$ cat config.mk
export PLATFORM = sky130hd
export DESIGN_NAME = ps2_host_sender
export DESIGN_NICKNAME = d
export VERILOG_FILES = /design/src/rtl/ps2_pkg.sv /design/src/rtl/ps2_line_filter.sv /design/src/rtl/ps2_host_sender.sv
export SDC_FILE = /design/constraint.sdc
export NUM_CORES = 1
export LEC_CHECK = 0
export BUFFER_PORTS_ARGS = -buffer_cell sky130_fd_sc_hd__buf_2
export CORE_ASPECT_RATIO = 0.5
export CORE_MARGIN = 1.5
export CORE_UTILIZATION = 60
export DETAILED_ROUTE_END_ITERATION = 8
export PLACE_DENSITY = 0.89
export REMOVE_ABC_BUFFERS = 1
export SYNTH_ARGS = -nofsm -noshare
export SYNTH_HDL_FRONTEND = slang
export SYNTH_SLANG_ARGS = --single-unit
$ cat constraint.sdc
create_clock -name clk -period 2.85 [get_ports clk]
set_input_delay 0.855 -clock clk [delete_from_list [all_inputs] [get_ports clk]]
set_output_delay 0.855 -clock clk [all_outputs]
set_load 0.01 [all_outputs]
$ cat src/rtl/ps2_pkg.sv
// Shared PS/2 definitions: sender state encoding, default timing parameters,
// host command bytes and the frame parity helper.
package ps2_pkg;

    typedef logic [2:0] state_t;

    localparam state_t ST_IDLE     = 3'd0;
    localparam state_t ST_INHIBIT  = 3'd1;
    localparam state_t ST_START    = 3'd2;
    localparam state_t ST_SEND     = 3'd3;
    localparam state_t ST_WAITACK  = 3'd4;
    localparam state_t ST_WAITIDLE = 3'd5;

    localparam int unsigned DEF_INHIBIT_CYCLES = 2800;
    localparam int unsigned DEF_TIMEOUT_CYCLES = 420000;
    localparam int unsigned DEF_FILTER_LEN     = 8;

    localparam logic [7:0] CMD_SET_LEDS  = 8'hED;
    localparam logic [7:0] CMD_RESET     = 8'hFF;
    localparam logic [7:0] CMD_TYPEMATIC = 8'hF3;

    // Parity bit that makes the 9-bit {parity, data} word have an odd number of ones.
    function automatic logic odd_parity(input logic [7:0] b);
        return ~(^b);
    endfunction

endpackage

$ cat src/rtl/ps2_line_filter.sv
// Two-flop synchronizer plus run-length glitch filter for one open-collector
// PS/2 line; flags a falling edge of the filtered level.
module ps2_line_filter
    import ps2_pkg::*;
#(
    parameter int unsigned FILTER_LEN = DEF_FILTER_LEN
) (
    input  logic clk,
    input  logic rst,
    input  logic pin,
    output logic level,
    output logic fall
);

    localparam int unsigned CW = (FILTER_LEN > 1) ? $clog2(FILTER_LEN) : 1;

    logic          sync_q1;
    logic          sync_q2;
    logic [CW-1:0] run_cnt;

    always_ff @(posedge clk) begin
        if (rst) begin
            sync_q1 <= 1'b1;
            sync_q2 <= 1'b1;
            level   <= 1'b1;
            run_cnt <= '0;
            fall    <= 1'b0;
        end else begin
            sync_q1 <= pin;
            sync_q2 <= sync_q1;
            fall    <= 1'b0;
            // Any sample matching the current level restarts the run.
            if (sync_q2 == level) begin
                run_cnt <= '0;
            end else if (run_cnt == CW'(FILTER_LEN - 1)) begin
                level   <= sync_q2;
                run_cnt <= '0;
                fall    <= level;
            end else begin
                run_cnt <= run_cnt + CW'(1);
            end
        end
    end

endmodule

$ cat src/rtl/ps2_host_sender.sv
// Host-to-device PS/2 command transmitter: inhibits the bus, issues the start
// bit, clocks out data/parity/stop on device clock edges and collects the ACK.
module ps2_host_sender
    import ps2_pkg::*;
#(
    parameter int unsigned INHIBIT_CYCLES = DEF_INHIBIT_CYCLES,
    parameter int unsigned TIMEOUT_CYCLES = DEF_TIMEOUT_CYCLES,
    parameter int unsigned FILTER_LEN     = DEF_FILTER_LEN
) (
    input  logic       clk,
    input  logic       rst,
    input  logic       ps2clk_in,
    input  logic       ps2data_in,
    output logic       ps2clk_oe,
    output logic       ps2data_oe,
    input  logic [7:0] data,
    input  logic       dataload,
    output logic       busy,
    output logic       done,
    output logic       ack_ok,
    output logic       timeout
);

    localparam int unsigned CNT_MAX = (TIMEOUT_CYCLES > INHIBIT_CYCLES) ? TIMEOUT_CYCLES : INHIBIT_CYCLES;
    localparam int unsigned CNT_W   = $clog2(CNT_MAX + 1);

    state_t           state;
    logic [CNT_W-1:0] cnt;
    logic [8:0]       shreg;
    logic [3:0]       bit_idx;
    logic             clk_f;
    logic             clk_fall;
    logic             data_f;
    logic             data_fall_unused;
    logic             in_frame;
    logic             expired;

    ps2_line_filter #(.FILTER_LEN(FILTER_LEN)) u_clk_filter (
        .clk   (clk),
        .rst   (rst),
        .pin   (ps2clk_in),
        .level (clk_f),
        .fall  (clk_fall)
    );

    ps2_line_filter #(.FILTER_LEN(FILTER_LEN)) u_data_filter (
        .clk   (clk),
        .rst   (rst),
        .pin   (ps2data_in),
        .level (data_f),
        .fall  (data_fall_unused)
    );

    always_comb begin
        in_frame = (state == ST_SEND) || (state == ST_WAITACK) || (state == ST_WAITIDLE);
        expired  = in_frame && !clk_fall && (cnt == CNT_W'(TIMEOUT_CYCLES - 1));
    end

    always_ff @(posedge clk) begin
        if (rst) begin
            state      <= ST_IDLE;
            cnt        <= '0;
            shreg      <= '0;
            bit_idx    <= '0;
            ps2clk_oe  <= 1'b0;
            ps2data_oe <= 1'b0;
            busy       <= 1'b0;
            done       <= 1'b0;
            ack_ok     <= 1'b0;
            timeout    <= 1'b0;
        end else begin
            done <= 1'b0;
            if (in_frame) begin
                cnt <= clk_fall ? '0 : cnt + CNT_W'(1);
            end

            case (state)
                ST_IDLE: begin
                    if (dataload && !busy) begin
                        shreg     <= {odd_parity(data), data};
                        ack_ok    <= 1'b0;
                        timeout   <= 1'b0;
                        ps2clk_oe <= 1'b1;
                        cnt       <= '0;
                        busy      <= 1'b1;
                        state     <= ST_INHIBIT;
                    end
                end
                ST_INHIBIT: begin
                    if (cnt == CNT_W'(INHIBIT_CYCLES - 1)) begin
                        ps2data_oe <= 1'b1;
                        state      <= ST_START;
                    end else begin
                        cnt <= cnt + CNT_W'(1);
                    end
                end
                ST_START: begin
                    ps2clk_oe <= 1'b0;
                    bit_idx   <= '0;
                    cnt       <= '0;
                    state     <= ST_SEND;
                end
                ST_SEND: begin
                    if (clk_fall) begin
                        if (bit_idx == 4'd9) begin
                            ps2data_oe <= 1'b0;
                            state      <= ST_WAITACK;
                        end else begin
                            ps2data_oe <= ~shreg[0];
                            shreg      <= shreg >> 1;
                            bit_idx    <= bit_idx + 4'd1;
                        end
                    end
                end
                ST_WAITACK: begin
                    if (clk_fall) begin
                        ack_ok <= ~data_f;
                        state  <= ST_WAITIDLE;
                    end
                end
                ST_WAITIDLE: begin
                    if (clk_f && data_f) begin
                        done  <= 1'b1;
                        busy  <= 1'b0;
                        state <= ST_IDLE;
                    end
                end
                default: state <= ST_IDLE;
            endcase

            // Abort overrides whatever the state branch scheduled this cycle.
            if (expired) begin
                ps2clk_oe  <= 1'b0;
                ps2data_oe <= 1'b0;
                timeout    <= 1'b1;
                ack_ok     <= 1'b0;
                done       <= 1'b1;
                busy       <= 1'b0;
                state      <= ST_IDLE;
            end
        end
    end

endmodule

==> flow_metrics.tcl <==
set metrics [dict create \
    outcome "finished clean" \
    routed_via_density 6.018 \
    critical_path.reg2reg.startpoint "cnt[13]" \
    placed_area_um2 2836 \
    fmax_mhz 379.2 \
    fin_nets 346 \
    clockPowerShare_pct 35.8 \
    netlist_instances 311 \
    die_y_um 50.62 \
    synth-async-reset-ratio_pct 0 \
    r2r-end "cnt[17]" \
    drt_iter0_markers 112 \
    power_mw 1.495 \
    route.detailed.drc 0 \
    path_buf_inv 0 \
    synth_warnings 0 \
    fin_tns_setup_ps 0 \
    dp.cells 376 \
    slowest_delay_ps 640 \
    synth-edff-count 0 \
    coreArea_um2 4382 \
    critPathRequiredTime_ps 3070 \
    clkLatencyLatePin_ps 310 \
    syn_area_um2 2721 \
    cts.sinks 54 \
    start_kind "flop" \
    fin_cells 384 \
    worstHoldPathCells 1 \
    ant_nets 0 \
    grt_start_max_net_pins 27 \
    holdPathEnd "u_clk_filter.sync_q2" \
    numPortBuffers 18 \
    die_area_um2 4973 \
    cap_viol_max_count 0 \
    cellPowerDensity_nw_per_um2 506.3 \
    grt_usage_pct 23.24 \
    ys_seq_elements 54 \
    min_path_type "flop to flop" \
    p_sw_uw 375.2 \
    clk_pin_slew_ps 100 \
    slew_viol_final 0 \
    detail_route.wl_per_cell_um 14.59 \
    die_w_um 98.24 \
    grt_pass1_wl_um 9280 \
    synthFlopType "dfxtp_1" \
    slew_headroom_pct 44.25 \
    synth_cell_types 54 \
    ir_drop_mv 0.2272 \
    path_max_fanout 26 \
    fin_crit_sh_pct 92.54 \
    totalWireLength_um 5604 \
    antenna_cells 0 \
    cts_resized 0 \
    fill_cells 326 \
    clock-root-buffer "clkbuf_8" \
    rsz0062_at_grt "no" \
    initial_core_util_pct 62.11 \
    ctsHoldBuffers 0 \
    drt_first_pass_iters 4 \
    crit_arrival_ps 2850 \
    power_frac_comb_pct 10.8 \
    clock-skew-final_ps 8.423 \
    p_leak_nw 1.172 \
    p_seq_share_pct 53.4 \
    antenna_found_initial 0 \
    cts_tree "done" \
    syn_to_final_growth_pct 8.506 \
    placementRows 17 \
    cts_buffers 5 \
    ys_seq_area_share_pct 39.72 \
    grt_remaining_overflow 0 \
    layout-drive-gt1-share_pct 12.84 \
    htreeDepth 2 \
    crit_chain "or4_1 -> or4_4 -> o311a_1 -> a21o_1 -> a22o_1" \
    place_congestion 0.9055 \
    hold_viol_final 0 \
    clockBufferDepth 2 \
    crit_type "flop to flop" \
    syn_area_per_cell_um2 8.750 \
    end_kind "flop" \
    dpl.hpwl_um 3953 \
    cts_setup_buffers 0 \
    setup_viol 0 \
    worst_pin_slew_ps 834.4 \
    grt_pass1_vias 2095 \
    min_from "u_clk_filter.sync_q1" \
    fin_crit_ps 2637 \
    crit_family "simple AND/OR/NAND/NOR gates" \
    fin_area_um2 2953 \
    cp_slowest_cell "o311a_1" \
    switching_share_pct 25.09 \
    p_int_mw 1.120 \
    via_count 2311 \
    io_pins 19 \
    reg2reg_depth 5 \
    r2r_slack_ps 210 \
]
-- state kept, by name (all words and copies together), names as in the netlist, 3 cells and up --
signal and count:
bit_idx 4, state 3, u_clk_filter.run_cnt 3, u_data_filter.run_cnt 3
cnt 19, shreg 9
-- worst max-delay path by stage --
| stage | depth (start not counted) | endpoint | startpoint | slack (ps) |
|---|---|---|---|---|
| 6_report | 5 | cnt[17] | cnt[13] | 210 |
| 5_1_grt | 5 | cnt[5] | state[2] | 70 |
| 4_1_cts | 5 | cnt[17] | cnt[13] | 230 |
| 3_5_place_dp | 5 | cnt[14] | cnt[13] | 240 |
| 3_3_place_gp | 5 | cnt[14] | cnt[13] | 300 |
| 2_1_floorplan | 5 | cnt[18] | cnt[13] | 400 |
-- final cells by class --
cell class                      count  area [um^2]  area share (%)
Sequential cell                    54         1081           36.61
Timing Repair Buffer               22        120.1           4.068
Clock inverter                      3        47.55           1.610
Tap cell                           57        71.32           2.415
Inverter                           11        41.29           1.398
Multi-Input combinational cell    232         1523           51.57
Clock buffer                        5        68.82           2.331
-- per-stage QoR --
| step | hold WS [ps] | setup WS [ps] | utilization (%) |
|---|---|---|---|
| after global routing | 431.3 | 72.13 | 67.39 |
| final | 419.4 | 212.6 | 67.39 |
| after floorplan | 389.5 | 403.5 | - |
| after global placement | 396.8 | 300.2 | 64.73 |
| after detailed placement | 395.6 | 239.4 | 64.73 |
| after CTS | 419.8 | 226.6 | 67.39 |
-- power by group through the flow --
stage	combinational [mW]	sequential (mW)	clock, mW
final	0.162	0.799	0.535
after global routing	0.184	0.802	0.566
after CTS	0.161	0.798	0.540
after detailed placement	0.159	0.816	0
after global placement	0.150	0.814	0
after floorplan	0.112	0.813	0
-- metal layers --
layer / wire [um] / vias to the layer above / part of all wire (%) / track usage, %
li1: - / 1169 / - / -
met4: 58 / 0 / 1.0 / 7.042
met5: 0 / - / 0 / 0
met2: 2693 / 57 / 48 / 40.69
met1: 2584 / 1075 / 46 / 29.39
met3: 268 / 10 / 4.8 / 4.735
-- placed cells by master, fill, tap and decap left out, types with 4 or more instances in the layout --
master    count
nor4_1        7
nand2_1      20
mux2i_1      16
nand2b_1      4
and2_1        5
nand4_1       7
nor2_1       25
nor3_1        8
inv_1        11
nand3_1      15
a211oi_1     10
buf_4         4
a21oi_1      20
clkbuf_8      5
or2_2         8
buf_2        18
nor2b_1       5
ha_1          7
a22o_1        5
xnor2_1      11
a21o_1        5
o21ai_0       9
dfxtp_1      54
-- cells in the mapped netlist (8+ instances only) --
| cell | count | area, um^2 |
|---|---|---|
| a211oi_1 | 10 | 75.07 |
| a21oi_1 | 20 | 100.1 |
| clkbuf_1 | 9 | 33.78 |
| dfxtp_1 | 54 | 1081 |
| inv_1 | 11 | 41.29 |
| mux2i_1 | 16 | 160.2 |
| nand2_1 | 20 | 75.07 |
| nand3_1 | 15 | 75.07 |
| nor2_1 | 25 | 93.84 |
| nor3_1 | 8 | 40.04 |
| o21ai_0 | 9 | 45.04 |
| or2_2 | 8 | 50.05 |
| xnor2_1 | 11 | 96.34 |
-- logic make-up after synthesis --
group,Yosys count,share of synthesized area [%]
and+or+nand+nor,122,24.37
AOI/OAI and AO/OA,73,17.98
DFF,54,39.72
buffers and inverters,25,4.321
muxes,16,5.885
xor gates and xnor gates,14,4.506
adders and majority gates,7,3.218
No activity file was read; power rests on OpenSTA's default activity.
